[src/rtl/win_pkg.sv]
// Shared definitions for the K x K sliding-window generator: default pixel
// width, pixel type and the counter-width helper.
package win_pkg;

    localparam int DEF_DATA_WIDTH = 16;

    typedef logic [DEF_DATA_WIDTH-1:0] pix_t;

    // Width of a counter that spans 0..n-1; never narrower than one bit.
    function automatic int cnt_w(input int n);
        return (n > 1) ? $clog2(n) : 1;
    endfunction

endpackage

[src/rtl/window_gen_kxk_line_buffer.sv]
// One image-line delay: dout presents the pixel written DEPTH enabled cycles
// earlier, read combinationally from a circular buffer.
module line_buffer
    import win_pkg::*;
#(
    parameter int DATA_WIDTH = DEF_DATA_WIDTH,
    parameter int DEPTH      = 8
) (
    input  logic                  clk,
    input  logic                  rst_n,
    input  logic                  en,
    input  logic [DATA_WIDTH-1:0] din,
    output logic [DATA_WIDTH-1:0] dout
);

    localparam int            AW   = cnt_w(DEPTH);
    localparam logic [AW-1:0] LAST = AW'(DEPTH - 1);

    logic [DATA_WIDTH-1:0] mem [DEPTH];
    logic [AW-1:0]         ptr;

    always_ff @(posedge clk or negedge rst_n) begin
        if (!rst_n)
            ptr <= '0;
        else if (en)
            ptr <= (ptr == LAST) ? '0 : ptr + 1'b1;
    end

    // Storage is never reset; the window row gate hides stale contents.
    always_ff @(posedge clk) begin
        if (en)
            mem[ptr] <= din;
    end

    assign dout = mem[ptr];

endmodule

[src/rtl/window_gen_kxk.sv]
// K x K sliding-window generator over a raster pixel stream, with frame sync,
// end-of-frame flag and stride-gated window valid. Optional macro WIN_COORD_EN
// adds the top-left coordinate outputs o_win_row / o_win_col.
module window_gen_kxk
    import win_pkg::*;
#(
    parameter int DATA_WIDTH = DEF_DATA_WIDTH,
    parameter int K          = 3,
    parameter int IMG_WIDTH  = 8,
    parameter int IMG_HEIGHT = 8,
    parameter int STRIDE     = 1
) (
    input  logic                      clk,
    input  logic                      rst_n,
    input  logic                      i_valid,
    input  logic                      i_sof,
    input  logic [DATA_WIDTH-1:0]     i_data,
    output logic                      o_valid,
    output logic                      o_eof,
`ifdef WIN_COORD_EN
    output logic [$clog2(IMG_HEIGHT)-1:0] o_win_row,
    output logic [$clog2(IMG_WIDTH)-1:0]  o_win_col,
`endif
    output logic [DATA_WIDTH*K*K-1:0] o_data
);

    localparam int ROW_W = cnt_w(IMG_HEIGHT);
    localparam int COL_W = cnt_w(IMG_WIDTH);
    localparam int PH_W  = cnt_w(STRIDE);

    localparam logic [ROW_W-1:0] ROW_LAST = ROW_W'(IMG_HEIGHT - 1);
    localparam logic [COL_W-1:0] COL_LAST = COL_W'(IMG_WIDTH - 1);
    localparam logic [ROW_W-1:0] ROW_K    = ROW_W'(K - 1);
    localparam logic [COL_W-1:0] COL_K    = COL_W'(K - 1);
    localparam logic [PH_W-1:0]  PH_LAST  = PH_W'(STRIDE - 1);
    localparam logic [PH_W-1:0]  PH_TGT   = PH_W'((STRIDE > 0) ? (K - 1) % STRIDE : 0);

    if (K < 2 || K > IMG_WIDTH || K > IMG_HEIGHT || STRIDE < 1) begin : g_bad_param
        $error("window_gen_kxk: illegal parameters K=%0d IMG_WIDTH=%0d IMG_HEIGHT=%0d STRIDE=%0d",
               K, IMG_WIDTH, IMG_HEIGHT, STRIDE);
    end

    logic [ROW_W-1:0] row, pos_r, nxt_r;
    logic [COL_W-1:0] col, pos_c, nxt_c;
    logic [PH_W-1:0]  rph, cph, cur_rph, cur_cph, nxt_rph, nxt_cph;
    logic             col_wrap, row_wrap, win_ok;

    logic [DATA_WIDTH-1:0] tap [K];
    logic [DATA_WIDTH-1:0] win_p1 [K][K];
    logic                  vld_p1, eof_p1;

    // tap[j] carries pixel (r-j, c) while (r, c) is being accepted.
    assign tap[0] = i_data;
    for (genvar j = 1; j < K; j++) begin : g_lines
        line_buffer #(
            .DATA_WIDTH (DATA_WIDTH),
            .DEPTH      (IMG_WIDTH)
        ) u_line (
            .clk  (clk),
            .rst_n(rst_n),
            .en   (i_valid),
            .din  (tap[j-1]),
            .dout (tap[j])
        );
    end

    // Stride phases hold r mod STRIDE and c mod STRIDE, so no divider is needed.
    always_comb begin
        pos_r    = i_sof ? '0 : row;
        pos_c    = i_sof ? '0 : col;
        cur_rph  = i_sof ? '0 : rph;
        cur_cph  = i_sof ? '0 : cph;
        col_wrap = (pos_c == COL_LAST);
        row_wrap = (pos_r == ROW_LAST);
        nxt_c    = col_wrap ? '0 : pos_c + 1'b1;
        nxt_cph  = (col_wrap || cur_cph == PH_LAST) ? '0 : cur_cph + 1'b1;
        nxt_r    = pos_r;
        nxt_rph  = cur_rph;
        if (col_wrap) begin
            nxt_r   = row_wrap ? '0 : pos_r + 1'b1;
            nxt_rph = (row_wrap || cur_rph == PH_LAST) ? '0 : cur_rph + 1'b1;
        end
        win_ok = (pos_r >= ROW_K) && (pos_c >= COL_K) &&
                 (cur_rph == PH_TGT) && (cur_cph == PH_TGT);
    end

    always_ff @(posedge clk or negedge rst_n) begin
        if (!rst_n) begin
            row <= '0;
            col <= '0;
            rph <= '0;
            cph <= '0;
        end else if (i_valid) begin
            row <= nxt_r;
            col <= nxt_c;
            rph <= nxt_rph;
            cph <= nxt_cph;
        end
    end

    // ---- stage p1: window shift and output flags ----
    always_ff @(posedge clk or negedge rst_n) begin
        if (!rst_n) begin
            for (int i = 0; i < K; i++)
                for (int j = 0; j < K; j++)
                    win_p1[i][j] <= '0;
        end else if (i_valid) begin
            for (int i = 0; i < K; i++)
                for (int j = 0; j < K; j++)
                    win_p1[i][j] <= (j < K - 1) ? win_p1[i][j+1] : tap[K-1-i];
        end
    end

    always_ff @(posedge clk or negedge rst_n) begin
        if (!rst_n) begin
            vld_p1 <= 1'b0;
            eof_p1 <= 1'b0;
        end else begin
            vld_p1 <= i_valid && win_ok;
            eof_p1 <= i_valid && col_wrap && row_wrap;
        end
    end

    assign o_valid = vld_p1;
    assign o_eof   = eof_p1;

    for (genvar i = 0; i < K; i++) begin : g_orow
        for (genvar j = 0; j < K; j++) begin : g_ocol
            assign o_data[(K*K-1-(i*K+j))*DATA_WIDTH +: DATA_WIDTH] = win_p1[i][j];
        end
    end

`ifdef WIN_COORD_EN
    logic [ROW_W-1:0] win_row_p1;
    logic [COL_W-1:0] win_col_p1;

    always_ff @(posedge clk or negedge rst_n) begin
        if (!rst_n) begin
            win_row_p1 <= '0;
            win_col_p1 <= '0;
        end else if (i_valid && win_ok) begin
            win_row_p1 <= pos_r - ROW_K;
            win_col_p1 <= pos_c - COL_K;
        end
    end

    assign o_win_row = win_row_p1;
    assign o_win_col = win_col_p1;
`endif

endmodule

[config.mk]
export PLATFORM = sky130hd
export DESIGN_NAME = window_gen_kxk
export DESIGN_NICKNAME = d
export VERILOG_FILES = /design/src/rtl/win_pkg.sv /design/src/rtl/window_gen_kxk_line_buffer.sv /design/src/rtl/window_gen_kxk.sv
export SDC_FILE = /design/constraint.sdc
export NUM_CORES = 1
export LEC_CHECK = 0
export BUFFER_PORTS_ARGS = -buffer_cell sky130_fd_sc_hd__buf_2
export CAP_MARGIN = 5
export CORE_UTILIZATION = 45
export DETAILED_ROUTE_END_ITERATION = 8
export HOLD_SLACK_MARGIN = 0.06
export PLACE_DENSITY = 0.74
export SYNTH_ARGS = -nofsm -noshare
export SYNTH_HDL_FRONTEND = slang
export SYNTH_SLANG_ARGS = --single-unit
export TNS_END_PERCENT = 10
[constraint.sdc]
create_clock -name clk -period 6.3 [get_ports clk]
set_clock_uncertainty 0.1 [all_clocks]
set_input_delay 0.945 -clock clk [delete_from_list [all_inputs] [get_ports clk]]
set_output_delay 0.945 -clock clk [all_outputs]
set_load 0.005 [all_outputs]
After elaboration in Yosys (flattened, before gate mapping)
Memories as Yosys holds them, arrays and structs flattened. A register that Yosys moved wholly into a read port is not among the register bits.
Cells that the tools add are included.
Widths: inputs -> output; s select.
{ "classes": {"n_addsub": 6, "multipliers": 0, "n_div": 0, "order_cmp": 2, "eq_ne": 4, "shift": 0, "n_mux": 14, "bitwise": 2, "reduce_logical": 9} }
{ "ops": {"columns": ["cell", "count"], "rows": [
  ["$mux 3", 7],
  ["$add 3x1->3 const B", 4],
  ["$eq 3x3->1 const B", 4],
  ["$mux 1", 7],
  ["$ge 3x2->1 const B", 2],
  ["$logic_and 1x1->1", 6],
  ["$add 1x1->1 const B", 2],
  ["$logic_or 1x1->1", 2],
  ["$not 1->1", 2],
  ["$logic_not 1->1", 1]
]} }
{ "word_totals": {"ff_bits": 144, "latchBits": 0, "ramBits": 256, "romBits": 0, "in_bits": 20, "out_inout_bits": 146, "wordCells": 55, "memories": 2} }
{ "mem_list": {"columns": ["name", "words", "width", "rd", "rd_clocked_by_memory_dff", "wr", "line", "text"], "rows": [
  ["g_lines[1].u_line.mem", 8, 16, 1, 0, 1, "window_gen_kxk_line_buffer.sv:19", "logic [DATA_WIDTH-1:0] mem [DEPTH];"],
  ["g_lines[2].u_line.mem", 8, 16, 1, 1, 1, "window_gen_kxk_line_buffer.sv:19", null]
]} }

Depth between registers and ports, before layout
Gate-level depths: netlist (run 1).
{ "logic_depth": {"word_depth": 6, "mapped_depth": 7, "ltp_nobuf": 5} }

Hierarchy
From an unflattened synthesis (run 1), not the netlist that was laid out.
{ "unflattened": {"hier_cells": 921, "area_unflattened_um2": 16276.9} }
{ "by_module_without_submodules": {"columns": ["mod", "n_inst", "cells_each", "area_each_um2", "seq_area_each_um2"], "rows": [
  ["window_gen_kxk", 1, 346, 5900.7, 3853.7],
  ["line_buffer (g_lines[2].u_line)", 1, 287, 5210.0, 3918.8],
  ["line_buffer (g_lines[1].u_line)", 1, 288, 5166.2, 3918.8]
]} }

Worst setup path before layout (run 1)
No wires, ideal clock.
{ "synth_path": {"path_type": "input -> register", "from": "input i_valid", "to": "memory g_lines[1].u_line.mem[4][0] (netlist bit) (enable)", "setup_ps": 409, "arrival_ps": 2900, "t_required_ps": 5791, "slack_ps": 2891, "cell_stages": 5, "path_buffers": 3, "path_cell_list": "buf_2 -> clkbuf_1 -> clkbuf_1 -> nand2_1 -> nor3_1"} }
{ "synth_via": {"elab_chain_len": 2} }
{ "synth_rtl": {"columns": ["element", "line", "text"], "rows": [
  ["start, declared", "window_gen_kxk.sv:15", "input logic i_valid,"],
  ["$mux 1", "window_gen_kxk_line_buffer.sv:31", "if (en)"],
  ["$mux 1 (implied by the code)", "window_gen_kxk_line_buffer.sv:32", "mem[ptr] <= din;"],
  ["end, declared", "window_gen_kxk_line_buffer.sv:19", null]
]} }
Every way passes these cells.

Worst setup path in the final report (run 1)
{ "layout_path": {"from": "register g_lines[2].u_line.ptr[0]", "to": "memory g_lines[2].u_line.mem[7][6] (netlist bit) (enable)"} }
{ "layout_rtl": {"columns": ["element", "line", "text"], "rows": [
  ["start, declared", "window_gen_kxk_line_buffer.sv:20", "logic [AW-1:0] ptr;"],
  ["start signal, assigned", "window_gen_kxk_line_buffer.sv:26", "ptr <= (ptr == LAST) ? '0 : ptr + 1'b1;"],
  ["end, declared", "window_gen_kxk_line_buffer.sv:19", null]
]} }
No word-level cell before the write port.

==> results of run 1 <==
-- area by class of cell --
cell class	count	area, um2
Sequential cell	416	11690
Clock inverter	18	186.4
Multi-Input combinational cell	458	3969
Timing Repair Buffer	180	967.2
Tap cell	455	569.3
Fill cell	2761	16090
Inverter	11	41.29
Clock buffer	59	1200
-- final timing paths --
| path | slack (ns) | from | to | cells after the start |
|---|---|---|---|---|
| worst min register to register | 0.39 | row[1] | row[1] | 1 |
| max in group asynchronous | 4.29 | rst_n | rph | 2 |
| min in group clk | 0.39 | row[1] | row[1] | 1 |
| worst max-delay path | 3.33 | g_lines[2].u_line.ptr[0] | g_lines[2].u_line.mem[7][6] | 3 |
| worst min-delay path | 0.38 | rst_n | o_data[130] | 1 |
| worst max register to register | 3.33 | g_lines[2].u_line.ptr[0] | g_lines[2].u_line.mem[7][6] | 3 |
-- registers in the layout (all words and copies together) (netlist names) --
| signal | flops |
|---|---|
| col | 3 |
| cph | 1 |
| g_lines.u_line.mem | 256 |
| g_lines.u_line.ptr | 6 |
| o_data | 144 |
| o_eof | 1 |
| o_valid | 1 |
| row | 3 |
| rph | 1 |
-- routing by layer --
layer  GRT usage (%)  part of all wire, %  vias up
met5               0                    0        -
met4           5.955                  2.9        0
met3           2.730                  5.9       65
met2           28.14                   48      281
met1           24.55                   43     4304
li1                -                    -     3909
-- cells by family (layout without fill, tap and decap cells) --
family	count (synthesis)	count (layout)	synth area share [%]
AO/OA/AOI/OAI	138	138	5.696
AND/OR/NAND/NOR	100	100	2.750
buffers and inverters	65	268	1.791
adder cells (fa/ha/maj)	8	8	0.6286
multiplexers	212	212	15.72
flip-flops	416	416	73.41
-- through the flow --
| stage | hold WS, ns | setup WS, ns | area [um2] |
|---|---|---|---|
| CTS | 0.3928 | 3.283 | 18610 |
| global placement | 0.3730 | 3.280 | 17220 |
| global route | 0.4073 | 3.000 | 18630 |
| floorplan | 0.3546 | 2.891 | 15930 |
| finish | 0.3803 | 3.329 | 18630 |
| detailed placement | 0.3797 | 3.188 | 17220 |
-- synth_stat cells (all sizes together) --
cell type / instances
mux2i: 63
o211ai: 1
ha: 8
a21oi: 50
and2: 2
mux2: 132
nor2b: 8
o221ai: 1
o2bb2ai: 8
a21boi: 9
inv: 10
nand2b: 5
a21bo: 1
nand3: 3
edfxtp: 256
nor3: 5
o21a: 1
clkbuf: 28
o21ai: 6
o22ai: 17
or2: 1
and3: 5
a31oi: 9
buf: 26
mux4: 17
a211oi: 14
a22o: 7
nor2: 41
clkinv: 1
a211o: 5
nand2: 30
o32ai: 6
a32o: 3
dfrtp: 160
-- where the power goes --
| part | leakage (uW) | internal, uW | switching, uW |
|---|---|---|---|
| Clock | 0.000685 | 1460 | 1000 |
| Sequential | 0.00419 | 3760 | 407 |
| Combinational | 0.00230 | 997 | 1320 |
==> flow_summary.yaml, run 1 <==
outcome:
  status: "complete, no violations"
sta:
  finalCriticalPeriod_ns: 2.971
  slew_headroom_pct: 21.62
  fmax_ghz: 0.3366
  setup_viol: 0
  finalCritPeriodShare_pct: 47.16
  worstMarginPinSlew_ns: 1.169
  rsz0062_at_grt: "no"
  drv_slew: 0
  final_hold_viol_count: 0
  finalSetupTns_ns: 0
worst_setup_path:
  startpoint_type: "register"
  critPathMaxFanout: 30
  crit_chain: "buf_4 > nand2_1 > nor2_1"
  worstSetupPathType: "reg2reg"
  slowest_delay_ns: 0.91
  path_buf_inv: 1
  crit_required_ns: 6.34
  crit_path_top_delay_cell: "nor2_1"
  cp-end-kind: "register"
  critPathArrivalTime_ns: 3.01
  crit_family: "simple AND/OR/NAND/NOR gates"
floorplan:
  dieArea_um2: 36150
  die_width_um: 190.1
  rows: 68
  initial_core_util_pct: 45.88
  ios: 166
  dieHeight_um: 190.1
  coreArea_um2: 34710
route:
  vias_per_cell: 5.359
  dr_total_vias: 8559
  wl_per_cell_um: 19.66
  drtAntennaViolNets: 0
  routed_wl_um: 31400
  firstDrtPassIters: 5
  route.detailed.drc: 0
  drt_iter0_markers: 607
grt:
  grt_pass1_vias: 8586
  antenna_found_initial: 0
  gr-usage-all-layers_pct: 17.57
  grt_pass1_wl_um: 48830
  grt_max_degree: 147
  grt-ovfl-total: 0
cells_and_area:
  num-nets-final: 1137
  layout_common_cells: "edfxtp_1, buf_2, dfrtp_1"
  drive_gt1_share_pct: 35.11
  fin_util_pct: 53.66
  layout_commonest_cell: "edfxtp_1"
  antenna-diode-count: 0
  syn2layout_area_growth_pct: 16.96
  layoutNonFillerInstCount: 1597
clock_tree:
  cts_setup_buffers: 0
  clockBufferDepth: 3
  clk_latency_ns: 0.54
  cts_made_buffers: 42
  htree_num_levels: 2
  cts-root-buf: "clkbuf_16"
  path_clk_slew_ns: 0.06
  ctsResizeCount: 0
  cts_tree: "built"
  hold_buffers: 0
  cts.sinks: 416
logic_synthesis:
  syn_area_um2: 15930
  netlist_instances: 939
  syn_nets: 967
  yosysUniqueCellTypes: 38
  yosysWarnings: 0
  syn_avg_cell_area_um2: 16.96
  synth_top_cell_by_area: "edfxtp_1"
  synth-seq-cells: 416
  yosysSeqAreaShare_pct: 73.41
  synth.top_cell.area_share_pct: 48.27
  synth_area_leaders: "edfxtp_1, dfrtp_1, mux2_2"
power:
  powerDensity_nw_per_um2: 480.2
  p_leak_uw: 0.007177
  power_uw: 8945
  peakVddDrop_mv: 0.2422
place:
  dp_hpwl_um: 20100
  globalplace.congestion: 0.7907
  placed_cells: 1518
  io_buffers: 165
min_path:
  hold_path.class: "in2async"
job:
  drv_cap: 0
No activity file was read; power rests on OpenSTA's default activity.
==> run 2: changes to the inputs <==
ABC_AREA = 1   (was unset)
PLACE_DENSITY = 0.76   (was 0.74)
clock period = 2.4 ns   (was 6.3 ns; I/O delays follow)
==> run 2 against run 1 <==
  * Sequential share of layout area down 4.1 points
  * Clock power increased to 2.9 times the previous value
  * Sequential power rose by 150%
  * Core utilization increased by 0.90 points
  * Hold slack worse by 0.30 ns
  * Register-to-register slack got worse by 3.1 ns
  * Power rose to 2.6 times the previous value
  * Synthesized area up 4.7%
  * Largest cell class unchanged
==> flow_summary.yaml, run 2 <==
outcome:
  status: "complete, no violations"
place:
  placement.cell_area_um2: 18220
  placed_cells: 2147
  place_ws_ns: 0.3095
  io_buffers: 165
  dp_hpwl_um: 25390
  globalplace.congestion: 0.8834
power:
  p_leak_uw: 0.008920
  powerDensity_nw_per_um2: 1168
  peakVddDrop_mv: 0.7161
cells_and_area:
  multi_input_area_um2: 3915
  final_area_um2: 19930
  layoutNonFillerInstCount: 2244
  syn2layout_area_growth_pct: 19.53
  antenna-diode-count: 0
  fillers: 3022
  regMostFlops: "g_lines.u_line.mem"
  drive_gt1_share_pct: 19.82
  layout_common_cells: "nand2_1, edfxtp_1, inv_1"
  layout_commonest_cell: "nand2_1"
  ff_latch_area_um2: 11690
  largest_reg_flops: 256
  num-nets-final: 1769
worst_setup_path:
  crit_required_ns: 2.66
  critPathMaxFanout: 11
  startpoint_type: "register"
  reg2reg_to: "g_lines[2].u_line.mem[5][8]"
  critPathArrivalTime_ns: 2.38
  reg2reg_setup_slack_ns: 0.28
  crit_chain: "inv_1 > nor2_2 > buf_4 > nand3_1 > nand3_1 > or2_1"
  startpoint: "g_lines[1].u_line.ptr[1]"
  slowest_delay_ns: 0.56
  cp-end-kind: "register"
  cp-endpoint: "g_lines[2].u_line.mem[5][8]"
  reg2reg_from: "g_lines[1].u_line.ptr[1]"
  ff2ff_path_depth: 6
  crit_top_cell: "nand3_1"
  worstSetupPathType: "reg2reg"
  crit_path_top_delay_cell: "dfrtp_1"
grt:
  antenna_found_initial: 0
  grt_max_degree: 100
  grt_pass1_wl_um: 60780
  grt-ovfl-total: 0
  grt_pass1_vias: 10988
  gr-usage-all-layers_pct: 20.65
clock_tree:
  cts_tree: "built"
  clockBufferDepth: 3
  cts_made_buffers: 43
  cts_setup_buffers: 0
  path_clk_slew_ns: 0.06
  ctsResizeCount: 0
  clk_latency_ns: 0.56
  cts-root-buf: "clkbuf_16"
  hold_buffers: 17
  htree_num_levels: 2
  cts.sinks: 416
logic_synthesis:
  yosysSeqAreaShare_pct: 70.13
  syn_area_um2: 16670
  synth-edff-count: 256
  synthFlopType: "edfxtp_1"
  netlist_instances: 1538
  syn_nets: 1566
  yosysWarnings: 0
  synth_most_common_cell: "nand2_1"
  synth_top_family_by_area: "simple AND/OR/NAND/NOR gates"
  yosys.area_share.simple_pct: 17.60
  async_flop_share_pct: 38.46
  syn_avg_cell_area_um2: 10.84
  synth_area_leaders: "edfxtp_1, dfrtp_1, nand2_1"
  synth_compound_area_share_pct: 5.224
  synthMuxAreaShare_pct: 0
  synth-seq-cells: 416
  yosysUniqueCellTypes: 23
  synth_top_cell_by_area: "edfxtp_1"
  synth.top_cell.area_share_pct: 46.12
  synthXorXnorAreaFrac_pct: 0
  synth_commonest_cells: "nand2_1, edfxtp_1, inv_1"
  synth-adder-area-share_pct: 0.6005
route:
  dr_total_vias: 11396
  drt_iter0_markers: 968
  vias_per_cell: 5.078
  firstDrtPassIters: 5
  drtAntennaViolNets: 0
  route.detailed.drc: 0
  wl_per_cell_um: 17.19
  routed_wl_um: 38580
sta:
  worstMarginPinSlew_ns: 0.5903
  drv_slew: 0
  finalCriticalPeriod_ns: 2.121
  final_hold_viol_count: 0
  finalSetupTns_ns: 0
  finalCritPeriodShare_pct: 88.39
  slew_headroom_pct: 60.60
  setup_viol: 0
  finalHoldWorstSlack_ns: 0.07592
  finalWorstSetupSlack_ns: 0.2787
  fmax_ghz: 0.4714
  rsz0062_at_grt: "no"
floorplan:
  dieHeight_um: 194.5
  die_width_um: 194.5
  rows: 70
  initial_core_util_pct: 45.64
  dieArea_um2: 37820
  coreArea_um2: 36520
  ios: 166
min_path:
  hold_path.class: "in2reg"
job:
  drv_cap: 0
run 2: cell type report:
| class | instances | share of cell area, % |
|---|---|---|
| clock buffer | 57 | 5.921 |
| clock inverter | 23 | 1.808 |
| inverter | 194 | 3.667 |
| multi-input combinational | 855 | 19.65 |
| sequential | 416 | 58.69 |
| tap | 468 | 2.939 |
| timing repair buffer | 231 | 7.328 |
run 2: where the power goes:
| part | internal (uW) | leakage, uW | switching (uW) |
|---|---|---|---|
| Sequential | 9640 | 0.00431 | 784 |
| Combinational | 1950 | 0.00386 | 3750 |
| Clock | 4440 | 0.000745 | 2700 |
run 2: critical path: cells and delay by family (launching register included):
family                 cells  cell delay [ns]
buffers and inverters      2             0.41
flip-flops                 1             0.56
AND/OR/NAND/NOR            4             0.86
run 2: logic make-up after synthesis:
family | after synthesis
simple gates | 691
compound gates | 156
fa+ha+maj | 8
buf+inv | 267
flops | 416
run 2: metal layers:
metal  up-vias  track usage [%]  wire length, um
met3        93            4.251             2691
met2       412            32.86            18260
met4         0            7.701             1271
li1       5416                -                -
met5         -                0                0
met1      5475            28.02            16360
run 2: worst min-delay path by stage:
stage	cells past startpoint	endpoint	start
2_1_floorplan	0	col[0]	rst_n
3_3_place_gp	1	o_valid	rst_n
3_5_place_dp	1	o_valid	rst_n
4_1_cts	1	g_lines[1].u_line.mem[3][4]	i_data[4]
5_1_grt	1	g_lines[1].u_line.mem[3][4]	i_data[4]
6_report	1	g_lines[1].u_line.mem[3][4]	i_data[4]
run 2: through the flow:
step | total power (uW) | utilization [%]
after global routing | 24480 | 54.56
after floorplan | 13700 | -
final | 23270 | 54.56
after detailed placement | 16200 | 49.87
after global placement | 15990 | 49.87
after CTS | 23410 | 54.56
==> run 3: changes to the inputs <==
CORE_MARGIN = 5   (was unset)
==> run 3 against run 2 <==
  * Sequential share of layout area grew 0.45 points
  * Global-route usage down 1.2 points
  * Via count is 1.5% higher
  * First-iteration DRC count up 9.5%
  * Sequential cell count unchanged
  * Sequential power about the same
  * Register-to-register slack improved by 0.03 ns
  * Combinational power up 2%
  * Routed wire length grew 4.7%
  * Non-clock buffer count is 1 lower
  * Power fell by 1.2%
  * Count of clock-buffer cells in the layout is 6 lower
  * Largest cell class unchanged
==> flow_summary.yaml, run 3 (synthesis results as in run 2) <==
route:
  drt_iter0_markers: 1060
  routed-wl-met3_um: 2768
  routedLengthMet1_um: 17050
  wl_per_cell_um: 18.02
  wl_met2_um: 19680
  drtAntennaViolNets: 0
  dr_total_vias: 11568
  routed_wl_um: 40390
  route.detailed.drc: 0
  top_layer_used: "met5"
  vias_per_cell: 5.162
  firstDrtPassIters: 5
min_path:
  hold_path.class: "in2reg"
  hold_path_depth: 1
  worstHoldStart: "i_data[15]"
cells_and_area:
  syn2layout_area_growth_pct: 18.63
  layout_common_cells: "nand2_1, edfxtp_1, inv_1"
  regMostFlops: "g_lines.u_line.mem"
  drive_gt1_share_pct: 20.15
  num-nets-final: 1767
  largest_reg_flops: 256
  layout_commonest_cell: "nand2_1"
floorplan:
  rows: 70
  dieHeight_um: 202.5
  initial_core_util_pct: 45.53
  dieArea_um2: 40990
  coreArea_um2: 36610
  ios: 166
  die_width_um: 202.5
grt:
  gr-usage-all-layers_pct: 19.46
  grt_max_degree: 100
  grt-ovfl-total: 0
  grt_pass1_wl_um: 63270
  antenna_found_initial: 3
  grt_pass1_vias: 11483
clock_tree:
  path_clk_slew_ns: 0.06
  cts.sinks: 416
  cts_tree: "built"
  cts_made_buffers: 42
  cts-root-buf: "clkbuf_16"
  clk_latency_ns: 0.54
  htree_num_levels: 2
  clockBufferDepth: 3
worst_setup_path:
  slowest_delay_ns: 0.55
  critPathArrivalTime_ns: 2.31
  critPathMaxFanout: 15
  cp-end-kind: "register"
  startpoint_type: "register"
  crit_top_cell: "nand3_1"
  worstSetupPathType: "reg2reg"
  reg2reg_from: "g_lines[1].u_line.ptr[1]"
  startpoint: "g_lines[1].u_line.ptr[1]"
  ff2ff_path_depth: 5
  crit_chain: "nand2_1 > inv_1 > nand3_1 > nand3_1 > or2_1"
  crit_required_ns: 2.62
  crit_path_top_delay_cell: "dfrtp_1"
sta:
  finalHoldWorstSlack_ns: 0.07214
  finalWorstSetupSlack_ns: 0.3104
  final_hold_viol_count: 0
  worstMarginPinSlew_ns: 0.5983
  rsz0062_at_grt: "no"
  finalCritPeriodShare_pct: 87.07
  setup_viol: 0
  finalSetupTns_ns: 0
  slew_headroom_pct: 60.07
  fmax_ghz: 0.4786
  finalCriticalPeriod_ns: 2.090
  drv_slew: 0
outcome:
  status: "complete, no violations"
job:
  drv_cap: 0
power:
  p_leak_uw: 0.008876
  peakVddDrop_mv: 0.7198
  powerDensity_nw_per_um2: 1163
place:
  place_ws_ns: 0.3650
  dp_hpwl_um: 27120
  globalplace.congestion: 0.8422
  io_buffers: 165
run 3: cell count changes in the layout (fill, tap and decap cells not counted), moves of 2 or more:
cell	delta
clkbuf_1	-7
buf_4	+6
dlygate4sd3_1	-5
bufinv_16	-4
clkinv_2	+4
buf_12	-3
clkinv_1	+3
clkinvlp_4	-2
run 3: layout make-up:
type,instances,area [um2]
Clock buffer,51,1179
Fill cell,3037,16830
Sequential cell,416,11690
Antenna cell,1,2.502
Tap cell,468,585.6
Multi-Input combinational cell,855,3915
Clock inverter,26,262.8
Inverter,194,730.7
Timing Repair Buffer,230,1406
run 3: routing by layer:
metal | vias to the layer above | track usage [%]
li1 | 5415 | -
met1 | 5653 | 26.35
met2 | 427 | 32.40
met3 | 69 | 3.881
met4 | 4 | 5.383
met5 | - | 0
run 3: timing repair:
item / CTS / global route
hold buffers: 12 / 0
buffers inserted: 0 / 0
resized for setup: 0 / 0
hold endpoints to repair: 214 / 0
run 3: per-stage QoR:
| stage | utilization (%) | power, uW | area [um2] | instances |
|---|---|---|---|---|
| 6_report | 54.02 | 22990 | 19780 | 2241 |
| 5_1_grt | 54.01 | 24220 | 19770 | 2240 |
| 4_1_cts | 54.01 | 23070 | 19770 | 2240 |
| 3_5_place_dp | 49.74 | 16330 | 18210 | 2151 |
| 3_3_place_gp | 49.74 | 16090 | 18210 | 2151 |
| 2_1_floorplan | - | 13700 | 16670 | 1538 |
run 3: critical path, delay by kind of cell (launching register included):
family                 cells  cell delay, ns
AND/OR/NAND/NOR            4            0.73
buffers and inverters      1            0.48
flip-flops                 1            0.55
run 3: worst paths after layout:
check,endpoint,slack [ns]
max,g_lines[2].u_line.mem[3][5],0.31
min,g_lines[1].u_line.mem[5][15],0.07
max reg2reg,g_lines[2].u_line.mem[3][5],0.31
min reg2reg,o_data[46],0.38
max in group asynchronous,o_data[121],1.29
min in group asynchronous,o_data[34],0.25
run 3: where the power goes:
group | switching (uW) | leakage, uW | internal, uW
combinational | 3840 | 0.00385 | 1950
clock | 2690 | 0.000715 | 4040
sequential | 835 | 0.00431 | 9640
